[config.mk]
export PLATFORM = sky130hd
export DESIGN_NAME = playfield_engine
export DESIGN_NICKNAME = d
export VERILOG_FILES = /design/src/rtl/playfield_engine.sv
export SDC_FILE = /design/constraint.sdc
export NUM_CORES = 1
export LEC_CHECK = 0
export ABC_AREA = 1
export BUFFER_PORTS_ARGS = -buffer_cell sky130_fd_sc_hd__buf_4
export CAP_MARGIN = 40
export CORE_UTILIZATION = 25
export CTS_BUF_LIST = sky130_fd_sc_hd__clkbuf_4
export DETAILED_ROUTE_END_ITERATION = 8
export MAX_ROUTING_LAYER = met4
export SYNTH_ARGS = -nofsm -noshare
export SYNTH_HDL_FRONTEND = slang
export SYNTH_SLANG_ARGS = --single-unit
[constraint.sdc]
create_clock -name Clk -period 3.6 [get_ports Clk]
set_clock_uncertainty 0.15 [all_clocks]
set_input_delay 0.18 -clock Clk [delete_from_list [all_inputs] [get_ports Clk]]
set_output_delay 0.18 -clock Clk [all_outputs]
set_load 0.05 [all_outputs]
[src/rtl/playfield_engine.sv]
// Settled-block playfield and game FSM: stamps locked pieces, clears full rows one per cycle, keeps score/lines.
// Optional macro PF_COMBO_SCORE_EN selects combo scoring {1,3,5,8}xPOINTS; all outputs are registered or state-decoded.
module playfield_engine #(
    parameter int COLS    = 10,
    parameter int ROWS    = 12,
    parameter int CW      = 4,
    parameter int SCORE_W = 16,
    parameter int POINTS  = 10
) (
    input  logic                    Clk,
    input  logic                    Reset_n,
    input  logic                    Start,
    input  logic                    Ack,
    input  logic                    bottom_flag,
    input  logic                    top_flag,
    input  logic [4*CW-1:0]         px,
    input  logic [4*CW-1:0]         py,
    output logic [4:0]              state,
    output logic                    gen_flag,
    output logic                    started,
    output logic [ROWS*COLS-1:0]    field,
    output logic [SCORE_W-1:0]      score,
    output logic [SCORE_W-1:0]      lines,
    output logic                    clear_busy
);

    localparam int NW = CW + 1;
    localparam logic [SCORE_W-1:0] SAT = {SCORE_W{1'b1}};

    typedef enum logic [4:0] {
        S_IDLE  = 5'b00001,
        S_SPAWN = 5'b00010,
        S_PLAY  = 5'b00100,
        S_CLEAR = 5'b01000,
        S_LOST  = 5'b10000
    } state_t;

    state_t                 state_q, state_d;
    logic [ROWS*COLS-1:0]   field_q, field_d;
    logic [SCORE_W-1:0]     score_q, score_d;
    logic [SCORE_W-1:0]     lines_q, lines_d;
    logic [NW-1:0]          n_q, n_d;

    logic [ROWS*COLS-1:0]   stamp;
    logic [ROWS*COLS-1:0]   shifted;
    logic                   found;
    logic [CW-1:0]          f_row;
    logic [63:0]            score_sum;
    logic [63:0]            lines_sum;

    function automatic logic [63:0] award(input logic [NW-1:0] n);
        logic [63:0] mult;
`ifdef PF_COMBO_SCORE_EN
        case (n)
            NW'(0):  mult = 64'd0;
            NW'(1):  mult = 64'd1;
            NW'(2):  mult = 64'd3;
            NW'(3):  mult = 64'd5;
            NW'(4):  mult = 64'd8;
            default: mult = 64'(n) + 64'd4;
        endcase
`else
        mult = 64'(n);
`endif
        return mult * 64'(POINTS);
    endfunction

    // Out-of-range coordinates simply never match a cell, so they cannot wrap.
    always_comb begin
        stamp = '0;
        for (int k = 0; k < 4; k++) begin
            for (int r = 0; r < ROWS; r++) begin
                for (int c = 0; c < COLS; c++) begin
                    if (py[k*CW +: CW] == CW'(r) && px[k*CW +: CW] == CW'(c)) begin
                        stamp[r*COLS + c] = 1'b1;
                    end
                end
            end
        end
    end

    // Lowest full row wins; rows at or above it drop by one.
    always_comb begin
        found = 1'b0;
        f_row = '0;
        for (int r = 0; r < ROWS; r++) begin
            if (&field_q[r*COLS +: COLS]) begin
                found = 1'b1;
                f_row = CW'(r);
            end
        end
        shifted = field_q;
        if (found) begin
            shifted[0 +: COLS] = '0;
            for (int r = 1; r < ROWS; r++) begin
                if (CW'(r) <= f_row) begin
                    shifted[r*COLS +: COLS] = field_q[(r-1)*COLS +: COLS];
                end
            end
        end
    end

    assign score_sum = 64'(score_q) + award(n_q);
    assign lines_sum = 64'(lines_q) + 64'(n_q);

    always_comb begin
        state_d = state_q;
        field_d = field_q;
        score_d = score_q;
        lines_d = lines_q;
        n_d     = n_q;
        case (state_q)
            S_IDLE: begin
                field_d = '0;
                if (Start) begin
                    score_d = '0;
                    lines_d = '0;
                    state_d = S_SPAWN;
                end
            end
            S_SPAWN: state_d = S_PLAY;
            S_PLAY: begin
                if (top_flag) begin
                    state_d = S_LOST;
                end else if (bottom_flag) begin
                    field_d = field_q | stamp;
                    n_d     = '0;
                    state_d = S_CLEAR;
                end
            end
            S_CLEAR: begin
                if (found) begin
                    field_d = shifted;
                    n_d     = n_q + NW'(1);
                end else begin
                    score_d = (score_sum > 64'(SAT)) ? SAT : score_sum[SCORE_W-1:0];
                    lines_d = (lines_sum > 64'(SAT)) ? SAT : lines_sum[SCORE_W-1:0];
                    state_d = S_SPAWN;
                end
            end
            S_LOST: begin
                if (Ack) begin
                    field_d = '0;
                    state_d = S_IDLE;
                end
            end
            default: state_d = S_IDLE;
        endcase
    end

    always_ff @(posedge Clk or negedge Reset_n) begin
        if (!Reset_n) begin
            state_q <= S_IDLE;
            field_q <= '0;
            score_q <= '0;
            lines_q <= '0;
            n_q     <= '0;
        end else begin
            state_q <= state_d;
            field_q <= field_d;
            score_q <= score_d;
            lines_q <= lines_d;
            n_q     <= n_d;
        end
    end

    assign state      = state_q;
    assign gen_flag   = (state_q == S_SPAWN);
    assign started    = (state_q != S_IDLE);
    assign clear_busy = (state_q == S_CLEAR);
    assign field      = field_q;
    assign score      = score_q;
    assign lines      = lines_q;

endmodule

* Word-level counts from Yosys, hierarchy flattened
Cells that the tools add are included.
** Word-level totals
- Input bits :: 38
- Bits in registers :: 162
- Logic and storage cells :: 1192
** Cells by class
- Add/subtract/negate cells :: 3
- Bitwise operators :: 1
- Multiply operators :: 1
- Equal/unequal tests :: 104
- Mux-type cells :: 536
- Reductions and logical operators :: 518
- Order comparisons :: 13
** Operator list (count)
- 2-to-1 mux 1 bit :: 493
- logical AND 1 bit :: 480
- 2-to-1 mux 120 bit :: 4
- case mux 120 bit (4 select lines) :: 1
- == test 4 x 3 -> 1 bit, second input constant :: 32
- bitwise OR 120 bit :: 1
- AND reduction 10 bit :: 12
- 2-to-1 mux 10 bit :: 11
- == test 4 bit, second input constant :: 24
- 2-to-1 mux 16 bit :: 5
- AND reduction 6 bit :: 11
- == test 4 x 2 -> 1 bit, second input constant :: 16
- case mux 16 bit (2 select lines) :: 2
- 2-to-1 mux 4 bit :: 10
- 2-to-1 mux 5 bit :: 8
- greater-than comparator 17 x 16 -> 1 bit, second input constant :: 2
- == test 4 x 1 -> 1 bit, second input constant :: 8
- logical NOT 4 bit :: 8
- case mux 5 bit (5 select lines) :: 1
- != test 2 x 1 -> 1 bit, second input constant :: 12
- adder 16 x 5 -> 17 bit :: 1
- adder 16 x 9 -> 17 bit :: 1
- less-or-equal comparator 3 x 4 -> 1 bit, first input constant :: 4
- less-or-equal comparator 4 bit, first input constant :: 4
- 18 further kinds :: 25

* Depth between registers and ports, before layout
- Word-level depth :: 16
- Mapped depth :: 18
- Gate-level depth less buffers :: 18

* Worst setup path before layout
No wires, ideal clock.
- Path kind :: register -> register
- Start point :: register n_q[1]
- End point :: register score_q[7] (netlist: score[7])
- Stages on the path, launching flop included :: 17
- Slack :: 288 ps
- Data arrival time :: 3075 ps
- Period minus slack after synthesis :: 3312 ps
- Data required time :: 3363 ps
- Path buffers :: 1
- Cells stage by stage :: dfrtp_1 ha_1 ha_1 fa_1 xor2_1 ha_1 nand2_1 nor3_1 nand2_1 nand2_1 nand3_1 nand2_1 nand3_1 nor2_1 nand2_1 clkbuf_1 o211ai_1
** On the way
- Longest elaborated chain between the ends :: 6
** RTL lines
- from (decl) :: RTL line 42 : logic [NW-1:0] n_q, n_d;
- from (signal assigned) :: RTL line 163 : n_q <= n_d;
- multiplier 5 x 3 -> 8 bit (*) :: RTL line 65 : return mult * 64'(POINTS);
- adder 16 x 9 -> 17 bit (*) :: RTL line 103 : assign score_sum = 64'(score_q) + award(n_q);
- greater-than comparator 17 x 16 -> 1 bit :: RTL line 136 : score_d = (score_sum > 64'(SAT)) ? SAT : score_sum[SCORE_W-1:0];
- 2-to-1 mux 16 bit (*) :: RTL line 136
- 2-to-1 mux 16 bit (*) :: RTL line 132 : if (found) begin
- case mux 16 bit (2 select lines) (*) :: RTL line 112 : case (state_q)
- to (signal assigned) :: RTL line 161 : score_q <= score_d;
- to (decl) :: RTL line 40 : logic [SCORE_W-1:0] score_q, score_d;
Mark *: on every way between the ends. The rest lies on a longest branch, timed or not. The select of a mux whose other input is x is not followed.
A chain may end at the register's enable or synchronous reset.

* Final worst setup path
- Start point :: register n_q[1]
- End point :: register score_q[9] (netlist: score[9])
Same word-level chain as after synthesis.

==> impl_metrics.toml <==
[hold_path]
hold_class = "in -> reg"
min_path_cells = 7
hp-start = "px[0]"
hold-path-endpoint = "field[2]"

[worst_setup_path]
rrSetupSlack_ns = 0.21
cp_top_family = "adder cells"
rr_worst_depth = 15
crit_path_frequent_cell = "nand2_1"
required_ns = 4.09
path_max_fanout = 14
crit_arrival_ns = 3.88
timing.rr.end = "score[9]"
crit_type = "reg -> reg"
cp_slowest_cell = "dfrtp_1"
worst-path-buf-inv = 0
endpoint_kind = "register"
crit_chain = "ha_1 > ha_1 > fa_1 > xor2_1 > ha_1 > nand2_1 > nor3_1 > nand2_1 > nand2_1 > nand3_1 > nand2_1 > nand3_1 > nor2_1 > nand2_4 > o211ai_1"
crit_start = "n_q[1]"
start_kind = "register"
slowest_delay_ns = 0.42
worstReg2RegStart = "n_q[1]"

[synthesis]
synth_top_cell_by_area = "dfrtp_1"
yosys-top-cells-area = "dfrtp_1 (32%), nand2_1 (15%), o21ai_0 (11%)"
synth.yosys.seq_area_share = 0.326
synth_edf_count = 0
synth-main-ff-cell = "dfrtp_1"
syn_nets = 1960
avgSynthCellArea_sq_um = 6.56
syn_inst = 1898
synth_top_area_share = 0.324
ys_types = 46
ys_warn_count = 0
async_reset_ff_frac = 1.00
syn-cell-area_sq_mm = 0.0124
synth_seq_cells = 162

[cts]
cts.htree.levels = 4
root_buffer = "clkbuf_4"
numCtsBuffers = 17
clk_pin_slew_ns = 0.17
cts_sinks = 162
cts_tree = "yes"
clkLatencyLatePin_ns = 0.71
cts_buffer_depth = 2

[sta]
worstMarginPinSlew_ns = 0.995
finalMaxSlewViolations = 0
min_period_ns = 3.39
period_share = 0.942
slew_headroom = 0.337
fmax_ghz = 0.295
hold_viol = 0
setup_viol = 0

[grt]
overflow = 0
grt_antenna_before_repair = 3
grt_pass1_wl_mm = 96.2
grt_max_degree = 104
grt_pass1_vias = 14600
track_usage = 0.266

[routing]
dr.first_iter.drc_count = 1797
wl_per_cell_microns = 23.5
viasPerCell = 5.44
ant_nets = 0
drt_first_pass_iters = 6
drcViolationCount = 0
vias = 15200
routed_wl_mm = 65.8

[placed_design]
place_area_sq_mm = 0.0150
dp_hpwl_mm = 48.8
io_buffers = 197
globalplace.congestion = 1.04

[die]
start_util = 0.254
dieArea_sq_mm = 0.0507
row_count = 81
core_sq_mm = 0.0491
die_w_microns = 225
pin_count = 198
die_h_microns = 225

[cells_and_area]
drive_above_1_share = 0.148
area_delta_synth_final_pct = 24.1
final_area_sq_mm = 0.0154
nets = 2181

[power]
p_leak_nw = 6.94
p_per_area_mw_per_mm2 = 428
peakVddDrop_v = 0.000300
power_mw = 6.62

[outcome]
status = "finished, final reports clean"

[job]
maxCapViolCount = 0
cells by family after synthesis:
| logic type | share of synthesized area |
|---|---|
| fa+ha+maj | 0.0259 |
| flops | 0.326 |
| compound gates | 0.269 |
| buf+inv | 0.0990 |
| mux | 0.00161 |
| simple gates | 0.263 |
| xor+xnor | 0.0155 |
routing by layer:
metal / vias up / global-route usage / routed length (microns)
li1: 6902 / - / -
met1: 7237 / 0.339 / 27400
met2: 904 / 0.397 / 28900
met3: 170 / 0.0635 / 6870
met4: 0 / 0.117 / 2750
met5: - / - / 0
sequential cells by signal, summed over array words and instances (netlist names):
| register | cells |
|---|---|
| field | 120 |
| lines | 16 |
| n_q | 5 |
| score | 16 |
| state | 5 |
report_power, final:
part,switching [mW],leakage [nW],internal (mW),total [mW]
Combinational,2.46,4.55,0.767,3.23
Sequential,0.166,2.23,1.97,2.14
Clock,0.793,0.158,0.453,1.25
Total,3.42,6.94,3.19,6.62
repair_timing:
action / CTS / global route
setup buffers: 0 / 0
gates resized for setup: 0 / 3
hold buffers: 9 / 0
hold endpoints to repair: 173 / 0
endpoints found under the setup margin: 0 / 15
worst max-delay path by stage:
stage	end	slack, ns	cells after the start
after CTS	score[5]	0.1	15
after global placement	score[7]	0.18	15
after floorplan	score[7]	0.29	16
after detailed placement	score[5]	0.11	15
final	score[9]	0.21	15
after global routing	score[7]	-0.03	15
per-stage QoR:
stage / worst slack, ns / instances / hold slack (ns) / utilization / setup TNS, ns
final: 0.209 / 2799 / 0.0904 / 0.315 / 0
after global routing: -0.0265 / 2799 / 0.0930 / 0.315 / -0.0479
after CTS: 0.0952 / 2796 / 0.0000912 / 0.315 / 0
after detailed placement: 0.115 / 2755 / -0.00534 / 0.306 / 0
after global placement: 0.181 / 2752 / 0.254 / 0.305 / 0
after floorplan: 0.288 / 1898 / -0.266 / - / 0
cell type report:
cell class                      instances  area (sq um)
Fill cell                            5487         33600
Inverter                              255           957
Multi-Input combinational cell       1413          7170
Sequential cell                       162          4060
Tap cell                              664           831
Clock buffer                           19           143
Timing Repair Buffer                  270          2120
Clock inverter                         13           163
Antenna cell                            3          7.51
synth_stat cells (3+ instances only):
cell type,number
nand3_1,86
ha_1,21
a221oi_1,3
o21ai_1,26
o221ai_1,60
nand3b_1,9
nor2_1,164
a21oi_1,58
a2111oi_0,4
a211oi_1,6
o22ai_1,52
nor4_1,7
dfrtp_1,161
inv_1,240
a21o_1,7
nand2_1,488
nor3_1,31
xnor2_1,8
nand4_1,7
o21ai_0,276
xor2_1,14
fa_1,3
nor2_4,3
o211ai_1,20
o2111ai_1,5
or2_2,3
buf_2,13
clkbuf_1,52
a31oi_1,13
a22oi_1,24
clkinv_1,8
inv_2,7
cell usage in the layout, fill, tap and decap left out, types with 8 or more instances in the layout:
cell type	instances
a21oi_1	58
a22oi_1	24
a31oi_1	13
buf_4	256
clkbuf_4	19
clkinv_1	8
dfrtp_1	161
dlygate4sd3_1	8
ha_1	21
inv_1	240
nand2_1	487
nand3_1	85
nand3b_1	9
nor2_1	164
nor3_1	31
o211ai_1	20
o21ai_0	275
o21ai_1	27
o221ai_1	60
o22ai_1	52
xnor2_1	8
xor2_1	14
tightest hold or removal path, cell delays in order:
cell	delay (ns)
buf_4	0.10
nor3_1	0.07
inv_1	0.07
buf_4	0.18
o21ai_0	0.12
nand2_1	0.10
a21oi_1	0.08
Power figures use the tool's default switching activity.
